==> src/rtl/fetch_pkg.sv <==
// Shared types and constants for the instruction-fetch stage.
//   fetch_entry_t : one buffered fetch result, {pc, inst}
//   HALT_INST     : instruction word that stops further fetching
//   is_halt()     : true when a word is the halt word
package fetch_pkg;

   typedef struct packed {
      logic [31:0] pc;
      logic [31:0] inst;
   } fetch_entry_t;

   localparam logic [31:0] HALT_INST = 32'h0000_0000;

   function automatic logic is_halt(input logic [31:0] inst);
      return (inst == HALT_INST);
   endfunction

endpackage

==> src/rtl/fetch_fifo.sv <==
// Small in-order FIFO of fetch_entry_t with flush.
//   clk, rst  : clock and asynchronous active-low reset (clears storage too,
//               so the head reads as zero while in reset)
//   push      : write push_data at the tail
//   pop       : drop the head entry
//   flush     : empty the FIFO; overrides push and pop
//   head      : entry at the head (meaningful when count != 0)
//   count     : occupancy at the start of the cycle
module fetch_fifo
   import fetch_pkg::*;
#(
   parameter int DEPTH = 4
) (
   input  logic                         clk,
   input  logic                         rst,
   input  logic                         push,
   input  fetch_entry_t                 push_data,
   input  logic                         pop,
   input  logic                         flush,
   output fetch_entry_t                 head,
   output logic [$clog2(DEPTH+1)-1:0]   count
);

   localparam int PW = $clog2(DEPTH);
   localparam int CW = $clog2(DEPTH + 1);

   fetch_entry_t   mem_r [DEPTH];
   logic [PW-1:0]  wr_ptr_r;
   logic [PW-1:0]  rd_ptr_r;
   logic [CW-1:0]  count_r;

   // Pointers wrap explicitly so DEPTH need not be a power of two
   function automatic logic [PW-1:0] ptr_inc(input logic [PW-1:0] p);
      return (p == PW'(DEPTH - 1)) ? PW'(0) : p + PW'(1);
   endfunction

   // Storage, pointers and occupancy
   always_ff @(posedge clk or negedge rst) begin
      if (!rst) begin
         for (int i = 0; i < DEPTH; i++) begin
            mem_r[i] <= '0;
         end
         wr_ptr_r <= '0;
         rd_ptr_r <= '0;
         count_r  <= '0;
      end else if (flush) begin
         wr_ptr_r <= '0;
         rd_ptr_r <= '0;
         count_r  <= '0;
      end else begin
         if (push) begin
            mem_r[wr_ptr_r] <= push_data;
            wr_ptr_r        <= ptr_inc(wr_ptr_r);
         end
         if (pop) begin
            rd_ptr_r <= ptr_inc(rd_ptr_r);
         end
         case ({push, pop})
            2'b10:   count_r <= count_r + CW'(1);
            2'b01:   count_r <= count_r - CW'(1);
            default: count_r <= count_r;
         endcase
      end
   end

   assign head  = mem_r[rd_ptr_r];
   assign count = count_r;

   fetch_fifo_chk #(.DEPTH(DEPTH)) u_chk (
      .clk   (clk),
      .rst   (rst),
      .push  (push),
      .pop   (pop),
      .count (count_r)
   );

endmodule

==> src/rtl/fetch_fifo_chk.sv <==
// Protocol checker for fetch_fifo; carries no design logic.
//   clk, rst : clock and asynchronous active-low reset
//   push/pop : FIFO handshakes
//   count    : FIFO occupancy
module fetch_fifo_chk #(
   parameter int DEPTH = 4
) (
   input logic                         clk,
   input logic                         rst,
   input logic                         push,
   input logic                         pop,
   input logic [$clog2(DEPTH+1)-1:0]   count
);

   localparam int CW = $clog2(DEPTH + 1);

   // The credit rule must always leave room for a returning response
   a_no_overflow: assert property (@(posedge clk) disable iff (!rst)
      !(push && (count == CW'(DEPTH))));

   // Decode can only take what is there
   a_no_underflow: assert property (@(posedge clk) disable iff (!rst)
      !(pop && (count == CW'(0))));

endmodule

==> src/rtl/inst_fetch_queue.sv <==
// IF stage of the 5-stage MIPS pipeline: owns the fetch PC, issues word
// fetches to instruction memory and buffers {pc, inst} pairs for decode.
//   clk, rst               : clock, asynchronous active-low reset
//   imem_req/imem_addr     : fetch request and word address
//   imem_rvalid/imem_inst  : response, exactly one cycle after a request
//   redirect/redirect_pc   : flush and restart fetch (branch, j, jr)
//   out_valid/out_ready    : head entry handshake towards decode
//   out_pc/out_inst        : head entry contents
//   halt_seen              : halt word enqueued, fetching frozen
module inst_fetch_queue
   import fetch_pkg::*;
#(
   parameter int          DEPTH    = 4,
   parameter logic [31:0] RESET_PC = 32'h0000_0000
) (
   input  logic        clk,
   input  logic        rst,
   output logic        imem_req,
   output logic [31:0] imem_addr,
   input  logic        imem_rvalid,
   input  logic [31:0] imem_inst,
   input  logic        redirect,
   input  logic [31:0] redirect_pc,
   output logic        out_valid,
   input  logic        out_ready,
   output logic [31:0] out_pc,
   output logic [31:0] out_inst,
   output logic        halt_seen
);

   localparam int            CW      = $clog2(DEPTH + 1);
   localparam logic [CW:0]   DEPTH_C = (CW + 1)'(DEPTH);

   logic [31:0]   fetch_pc_r;
   logic [31:0]   req_pc_r;
   logic          inflight_r;
   logic          halt_seen_r;

   logic [CW-1:0] count_s;
   logic          push_s;
   logic          pop_s;
   logic          halt_in_s;
   logic          credit_s;
   logic          req_s;
   logic          valid_s;
   fetch_entry_t  push_data_s;
   fetch_entry_t  head_s;

   // Issue/credit and handshake logic. A response is only honoured while
   // one is outstanding, so a stale response after reset is ignored. Credit
   // uses start-of-cycle occupancy, reserving a slot per in-flight fetch.
   always_comb begin
      push_s           = imem_rvalid & inflight_r & ~redirect;
      halt_in_s        = imem_rvalid & inflight_r & is_halt(imem_inst);
      credit_s         = (({1'b0, count_s} + {{CW{1'b0}}, inflight_r}) < DEPTH_C);
      req_s            = rst & ~redirect & ~halt_seen_r & ~halt_in_s & credit_s;
      valid_s          = (count_s != CW'(0)) & ~redirect;
      pop_s            = valid_s & out_ready;
      push_data_s.pc   = req_pc_r;
      push_data_s.inst = imem_inst;
   end

   // Fetch PC, outstanding-request tracking and halt state
   always_ff @(posedge clk or negedge rst) begin
      if (!rst) begin
         fetch_pc_r  <= RESET_PC;
         req_pc_r    <= 32'h0000_0000;
         inflight_r  <= 1'b0;
         halt_seen_r <= 1'b0;
      end else begin
         inflight_r <= req_s;
         if (redirect) begin
            fetch_pc_r  <= redirect_pc & ~32'h0000_0003;
            halt_seen_r <= 1'b0;
         end else begin
            if (req_s) begin
               fetch_pc_r <= fetch_pc_r + 32'd4;
               req_pc_r   <= fetch_pc_r;
            end
            if (push_s && is_halt(imem_inst)) begin
               halt_seen_r <= 1'b1;
            end
         end
      end
   end

   fetch_fifo #(.DEPTH(DEPTH)) u_fifo (
      .clk       (clk),
      .rst       (rst),
      .push      (push_s),
      .push_data (push_data_s),
      .pop       (pop_s),
      .flush     (redirect),
      .head      (head_s),
      .count     (count_s)
   );

   assign imem_req  = req_s;
   assign imem_addr = fetch_pc_r;
   assign out_valid = valid_s;
   assign out_pc    = head_s.pc;
   assign out_inst  = head_s.inst;
   assign halt_seen = halt_seen_r;

endmodule

==> config.mk <==
export PLATFORM = sky130hd
export DESIGN_NAME = inst_fetch_queue
export DESIGN_NICKNAME = d
export VERILOG_FILES = /design/src/rtl/fetch_pkg.sv /design/src/rtl/fetch_fifo.sv /design/src/rtl/fetch_fifo_chk.sv /design/src/rtl/inst_fetch_queue.sv
export SDC_FILE = /design/constraint.sdc
export NUM_CORES = 1
export LEC_CHECK = 0
export CELL_PAD_IN_SITES_DETAIL_PLACEMENT = 0
export CELL_PAD_IN_SITES_GLOBAL_PLACEMENT = 2
export CORE_MARGIN = 3
export CORE_UTILIZATION = 45
export DETAILED_ROUTE_END_ITERATION = 8
export DONT_BUFFER_PORTS = 1
export PLACE_DENSITY = 0.87
export SLEW_MARGIN = 20
export SYNTH_ARGS = -nofsm -noshare
export SYNTH_HDL_FRONTEND = slang
export SYNTH_HIERARCHICAL = 1
export SYNTH_SLANG_ARGS = --single-unit
==> constraint.sdc <==
create_clock -name clk -period 4.3 [get_ports clk]
set_input_delay 1.075 -clock clk [delete_from_list [all_inputs] [get_ports clk]]
set_output_delay 1.075 -clock clk [all_outputs]
set_load 0.1 [all_outputs]
# Yosys cells after proc, flatten, opt, wreduce, memory -nomap -nowiden
# Index checks and enable logic that the tools add are counted.
[word_totals]
ff_bits = 329
output_inout_bits = 99
wordCells = 72
[op_classes]
addsub = 6
order_cmp = 4
eq_ne = 4
muxes = 18
bitwise_logic = 14
reduce_logical = 11
[ops]
columns = ["cell", "count"]
rows = [
  ["256-bit bitwise mux", 1],
  ["64-bit two-way mux", 3],
  ["64-bit binary-select mux with 2-bit select", 1],
  ["64-bit demux with 2-bit select", 1],
  ["32-bit two-way mux", 2],
  ["32-bit by 3-bit adder with 32-bit output (second input constant)", 1],
  ["32-bit logical NOT", 1],
  ["2-bit two-way mux", 6],
  ["1-bit bitwise AND", 9],
  ["2-bit nonzero test", 4],
  ["2-bit == test (second input constant)", 3],
  ["3-bit greater-or-equal comparator (second input constant)", 2],
  ["2-bit inverter with 3-bit output", 2],
  ["3-bit case mux with 2 select lines", 1],
  ["3-bit nonzero test", 2],
  ["2-bit by 1-bit adder with 2-bit output (second input constant)", 2],
  ["3-bit by 1-bit adder with 4-bit output", 1],
  ["4-bit by 3-bit < comparator with 1-bit output (second input constant)", 1],
  ["2-bit AND reduction", 2],
  ["3-bit by 1-bit adder with 3-bit output (second input constant)", 1],
  ["3-bit by 1-bit < comparator with 1-bit output (second input constant)", 1],
  ["3-bit two-way mux", 1],
  ["1-bit inverter", 3],
  ["3-bit by 1-bit subtractor with 3-bit output (second input constant)", 1],
  ["other kinds (3)", 5],
]

# Depth between registers and ports, before layout
[logic_depth]
ltp_word = 7
mapped_depth = 11
depth_no_buf = 8

# Hierarchy
# The synthesis kept the hierarchy.
[modules_own_cells]
columns = ["mod", "n_inst", "cells_each", "area_each_um2", "seq_area_each_um2"]
rows = [
  ["fetch_fifo", 1, 660, 12731.0, 6581.3],
  ["inst_fetch_queue", 1, 328, 3260.6, 1551.5],
]

# Worst setup path after synthesis
# Ideal clock, no wire load.
[synth_timing]
path_kind = "input port to flip-flop"
startpoint = "input redirect"
endpoint = "register u_fifo.count_r[1] (netlist: u_fifo/count[1])"
setup_ns = 0.119
arrival_ns = 3.997
path_slack_ns = 0.184
path_stages = 9
n_path_buf = 3
cell_sequence = "clkbuf_1 clkbuf_1 nor2_1 and2_1 clkbuf_1 and2b_2 fa_1 mux2i_1 nor2_1"
[synth_between]
elab_chain_cells = 6
elab_cells_between_ends = 9
classes_between = "eq/ne: 2; mux: 2; bitwise: 4; reduce/logical: 1"
[synth_rtl]
columns = ["item", "line_no", "source"]
rows = [
  ["from (decl)", "inst_fetch_queue.sv:22", "input logic redirect,"],
  ["1-bit inverter (no line) *", "--", ""],
  ["1-bit bitwise AND *", "inst_fetch_queue.sv:57", "valid_s = (count_s != CW'(0)) & ~redirect;"],
  ["named net out_valid", "inst_fetch_queue.sv:24", "output logic out_valid,"],
  ["1-bit bitwise AND *", "inst_fetch_queue.sv:58", "pop_s = valid_s & out_ready;"],
  ["named net pop_s", "inst_fetch_queue.sv:41", "logic pop_s;"],
  ["2-bit by 1-bit == test with 1-bit output or 2-bit == test (tied branches)", "fetch_fifo.sv:58", "case ({push, pop})"],
  ["3-bit case mux with 2 select lines", "fetch_fifo.sv:58", ""],
  ["3-bit two-way mux", "fetch_fifo.sv:46", "end else if (flush) begin"],
  ["to (signal assigned)", "fetch_fifo.sv:59", "2'b10: count_r <= count_r + CW'(1);"],
  ["to (signal assigned)", "fetch_fifo.sv:60", "2'b01: count_r <= count_r - CW'(1);"],
  ["to (signal assigned)", "fetch_fifo.sv:61", "default: count_r <= count_r;"],
  ["to (decl)", "fetch_fifo.sv:30", "logic [CW-1:0] count_r;"],
]
# Mark *: on every way through the listed nets, which the timed path passes. The rest lies on a longest branch.
# A chain may end at the register's enable or synchronous reset.

# Worst setup path after layout
[layout_timing]
startpoint = "input rst"
endpoint = "output imem_req"
[layout_between]
elab_chain_cells = 4
[layout_rtl]
columns = ["item", "line_no", "source"]
rows = [
  ["from (decl)", "inst_fetch_queue.sv:17", "input logic rst,"],
  ["1-bit bitwise AND (4 in series)", "inst_fetch_queue.sv:56", "req_s = rst & ~redirect & ~halt_seen_r & ~halt_in_s & credit_s;"],
  ["to (decl)", "inst_fetch_queue.sv:18", "output logic imem_req,"],
]
# Every way passes these cells.

==> impl_metrics.csv <==
group,metric,value,unit
final_layout,final_cell_mix,"323 x dfrtp_1, 240 x mux2_4, 64 x mux4_2",
timing,grt_setup_unrepaired,"no",
route,dr.first_iter.drc_count,405,
yosys,yosysWarnings,6,
clocking,cts_tree,"built",
die,core-area,0.03480,sq mm
clocking,h-tree-depth,2,
final_layout,drive_above_1_share,44.09,%
route,vias_per_cell,5.791,
die,die_y,194.5,um
yosys,netlist.top_cell.by_area,"dfrtp_1",
global_route,antenna_found_initial,1,
yosys,netlist_top_cells_area,"dfrtp_1 51%, mux2_4 23%, mux4_2 9.0%",
die,row_count,68,
final_layout,layout_commonest_cell,"dfrtp_1",
yosys,synth_edf_count,0,
yosys,async_flop_share,100.0,%
yosys,yosys.area.top_type_share,50.86,%
final_layout,stdcell_area,0.01733,sq mm
timing,max_slew_margin,27.48,%
clocking,cts_inserted_buffers,37,
place,hpwl,21080,um
clocking,cts_resized,0,
die,initial_core_util,45.95,%
timing,maxSlewViolCount,0,
yosys,synthesis.area,0.01599,sq mm
final_layout,num-nets-final,1076,
die,die_area,0.03783,sq mm
clocking,clk_latency,0.54,ns
route,drt-total-wl,35590,um
yosys,syn_inst,988,
clocking,clock-sinks,325,
clocking,cts_root_buffer,"clkbuf_16",
timing,clock.fmax,243.7,MHz
place,placed_area,0.01618,sq mm
place,gp_congestion,0.7595,
worst_setup_path,startpoint_type,"primary input",
worst_setup_path,crit_buf_inv,1,
timing,hold_viol,0,
yosys,synth_ff_type,"dfrtp_1",
timing,period_share,95.42,%
clocking,cts_buffer_depth,3,
hold_path,min_path_type,"primary input to async pin",
yosys,ys_ff_latch,325,
global_route,grt_max_degree,327,
timing,fin_skew,0.02600,ns
route,ant_nets,0,
worst_setup_path,worstPathArrival,3.03,ns
flow_run,cap_violations,0,
worst_setup_path,path_cells,"nor3b_1, nand2_1, a311o_2, inv_1",
worst_setup_path,crit_type,"primary input to primary output",
worst_setup_path,cp_max_fo,326,
run_status,status,"finished clean",
global_route,grt_usage,18.88,%
die,die_w,194.5,um
pwr,ir_drop,0.3580,mV
route,first_pass_iters,5,
global_route,grt_pass1_wl,56520,um
final_layout,syn_to_final_growth,8.341,%
global_route,grt_pass1_vias,9319,
worst_setup_path,required,3.22,ns
timing,setup_tns,0,ns
route,vias,8559,
clocking,cts_setup_buffers,0,
die,io_pins,168,
timing,finalCriticalPeriod,4.103,ns
route,drcViolationCount,0,
route,post_drt_wl_per_cell,24.08,um
timing,tightest_slew,1.088,ns
worst_setup_path,cp-end-kind,"primary output",
yosys,ys_seq_area_share,50.86,%
timing,setup_viol_count_final,0,
worst_setup_path,crit_family,"buffers and inverters",
yosys,avgSynthCellArea,16.19,sq um
global_route,overflow,0,
clocking,cts_hold_buf,0,
pwr,power.density,530.2,mW/mm^2
pwr,p_leak,8.336,nW
yosys,ys_types,52,
final_layout,diodes,0,
worst_setup_path,cpPeakStageDelay,0.68,ns
worst_setup_path,cp_slowest_cell,"inv_1",
place,io_buffers,0,
clocking,clk_pin_slew,0.06,ns
worst register-to-register path: cells and delay by family, from the launching register on:
family	cells	cell delay, ns
AO/OA/AOI/OAI	2	0.60
flip-flops	1	1.00
AND/OR/NAND/NOR	3	1.29
final timing paths:
| kind | startpoint | end | slack [ns] | cells after the start |
|---|---|---|---|---|
| min | rst | u_fifo/mem_r[91] | 0.23 | 0 |
| min in group clk | u_fifo/mem_r[198] | u_fifo/mem_r[198] | 0.50 | 1 |
| min reg2reg | u_fifo/mem_r[198] | u_fifo/mem_r[198] | 0.50 | 1 |
| max reg2reg | imem_addr[22] | imem_addr[31] | 1.31 | 5 |
| max | rst | imem_req | 0.20 | 4 |
| max in group asynchronous | rst | u_fifo/rd_ptr_r[1] | 3.48 | 0 |
layer usage:
metal  vias up  share of wire (%)  global-route usage [%]  routed length (um)
met5         -              0.020                       0                   7
met1      4602                 46                   26.41               16300
met2       187                 45                   28.69               16060
met4         2                2.0                   4.548                 700
met3        50                7.1                   6.310                2518
li1       3718                  -                       -                   -
flip-flops by register name (all words and copies together) (netlist names):
register,cells
u_fifo/count,3
u_fifo/rd_ptr_r,2
imem_addr,30
req_pc_r,30
halt_seen,1
inflight_r,1
u_fifo/mem_r,256
u_fifo/wr_ptr_r,2
layout make-up:
class / instances / area, sq um
inverter: 7 / 26.28
sequential: 325 / 8140
clock buffer: 51 / 1051
tap: 455 / 569.3
multi-input combinational: 596 / 7163
timing repair buffer: 33 / 285.3
fill: 2898 / 17470
clock inverter: 11 / 90.09
cells by family after synthesis:
logic type               Yosys count  share of synthesized area (%)
multiplexers                     357                          35.21
adder cells (fa/ha/maj)            7                         0.5946
other                              1                        0.02345
AO/OA/AOI/OAI                     64                          2.809
buffers and inverters             76                          4.585
XOR/XNOR                           5                         0.2738
AND/OR/NAND/NOR                  153                          5.649
flip-flops                       325                          50.86
cell usage after synthesis (2+ instances only):
| master | n |
|---|---|
| a21boi_0 | 2 |
| a21oi_1 | 2 |
| a221o_1 | 2 |
| a22oi_1 | 3 |
| a311oi_1 | 3 |
| a31oi_1 | 14 |
| and2_1 | 2 |
| and3_1 | 6 |
| and4_1 | 2 |
| buf_1 | 5 |
| buf_12 | 25 |
| buf_2 | 6 |
| buf_4 | 7 |
| clkbuf_1 | 25 |
| dfrtp_1 | 325 |
| ha_1 | 6 |
| inv_1 | 7 |
| mux2_2 | 44 |
| mux2_4 | 240 |
| mux2i_1 | 9 |
| mux4_2 | 64 |
| nand2_1 | 28 |
| nand2_8 | 4 |
| nand2b_1 | 3 |
| nand3_1 | 14 |
| nand4_1 | 8 |
| nor2_1 | 27 |
| nor3_1 | 5 |
| nor3b_1 | 4 |
| nor4_1 | 18 |
| o21a_1 | 2 |
| o21ai_0 | 15 |
| o311ai_0 | 7 |
| o31a_1 | 4 |
| o31ai_1 | 6 |
| o41ai_1 | 2 |
| or2_2 | 3 |
| or3_1 | 13 |
| or4_1 | 9 |
| or4_4 | 2 |
| xnor2_1 | 4 |
power breakdown:
part / internal (mW) / switching, mW / leakage [nW]
clock network: 1.77 / 1.25 / 0.563
logic: 0.603 / 1.89 / 3.49
registers: 3.36 / 0.312 / 4.29
through the flow:
stage               total power, mW  utilization (%)  instances  hold slack [ns]  setup slack (ns)
floorplan                     5.957                -        997           0.4738            0.1843
global placement              6.193            46.51       1416           0.4816            0.5262
detailed placement            6.234            46.51       1416           0.4879            0.5260
CTS                           9.307            49.79       1478           0.1810            0.5110
global route                  9.540            49.79       1478           0.1809            0.1935
finish                        9.186            49.79       1478           0.2267            0.1968
(Power assumes the default switching activity.)
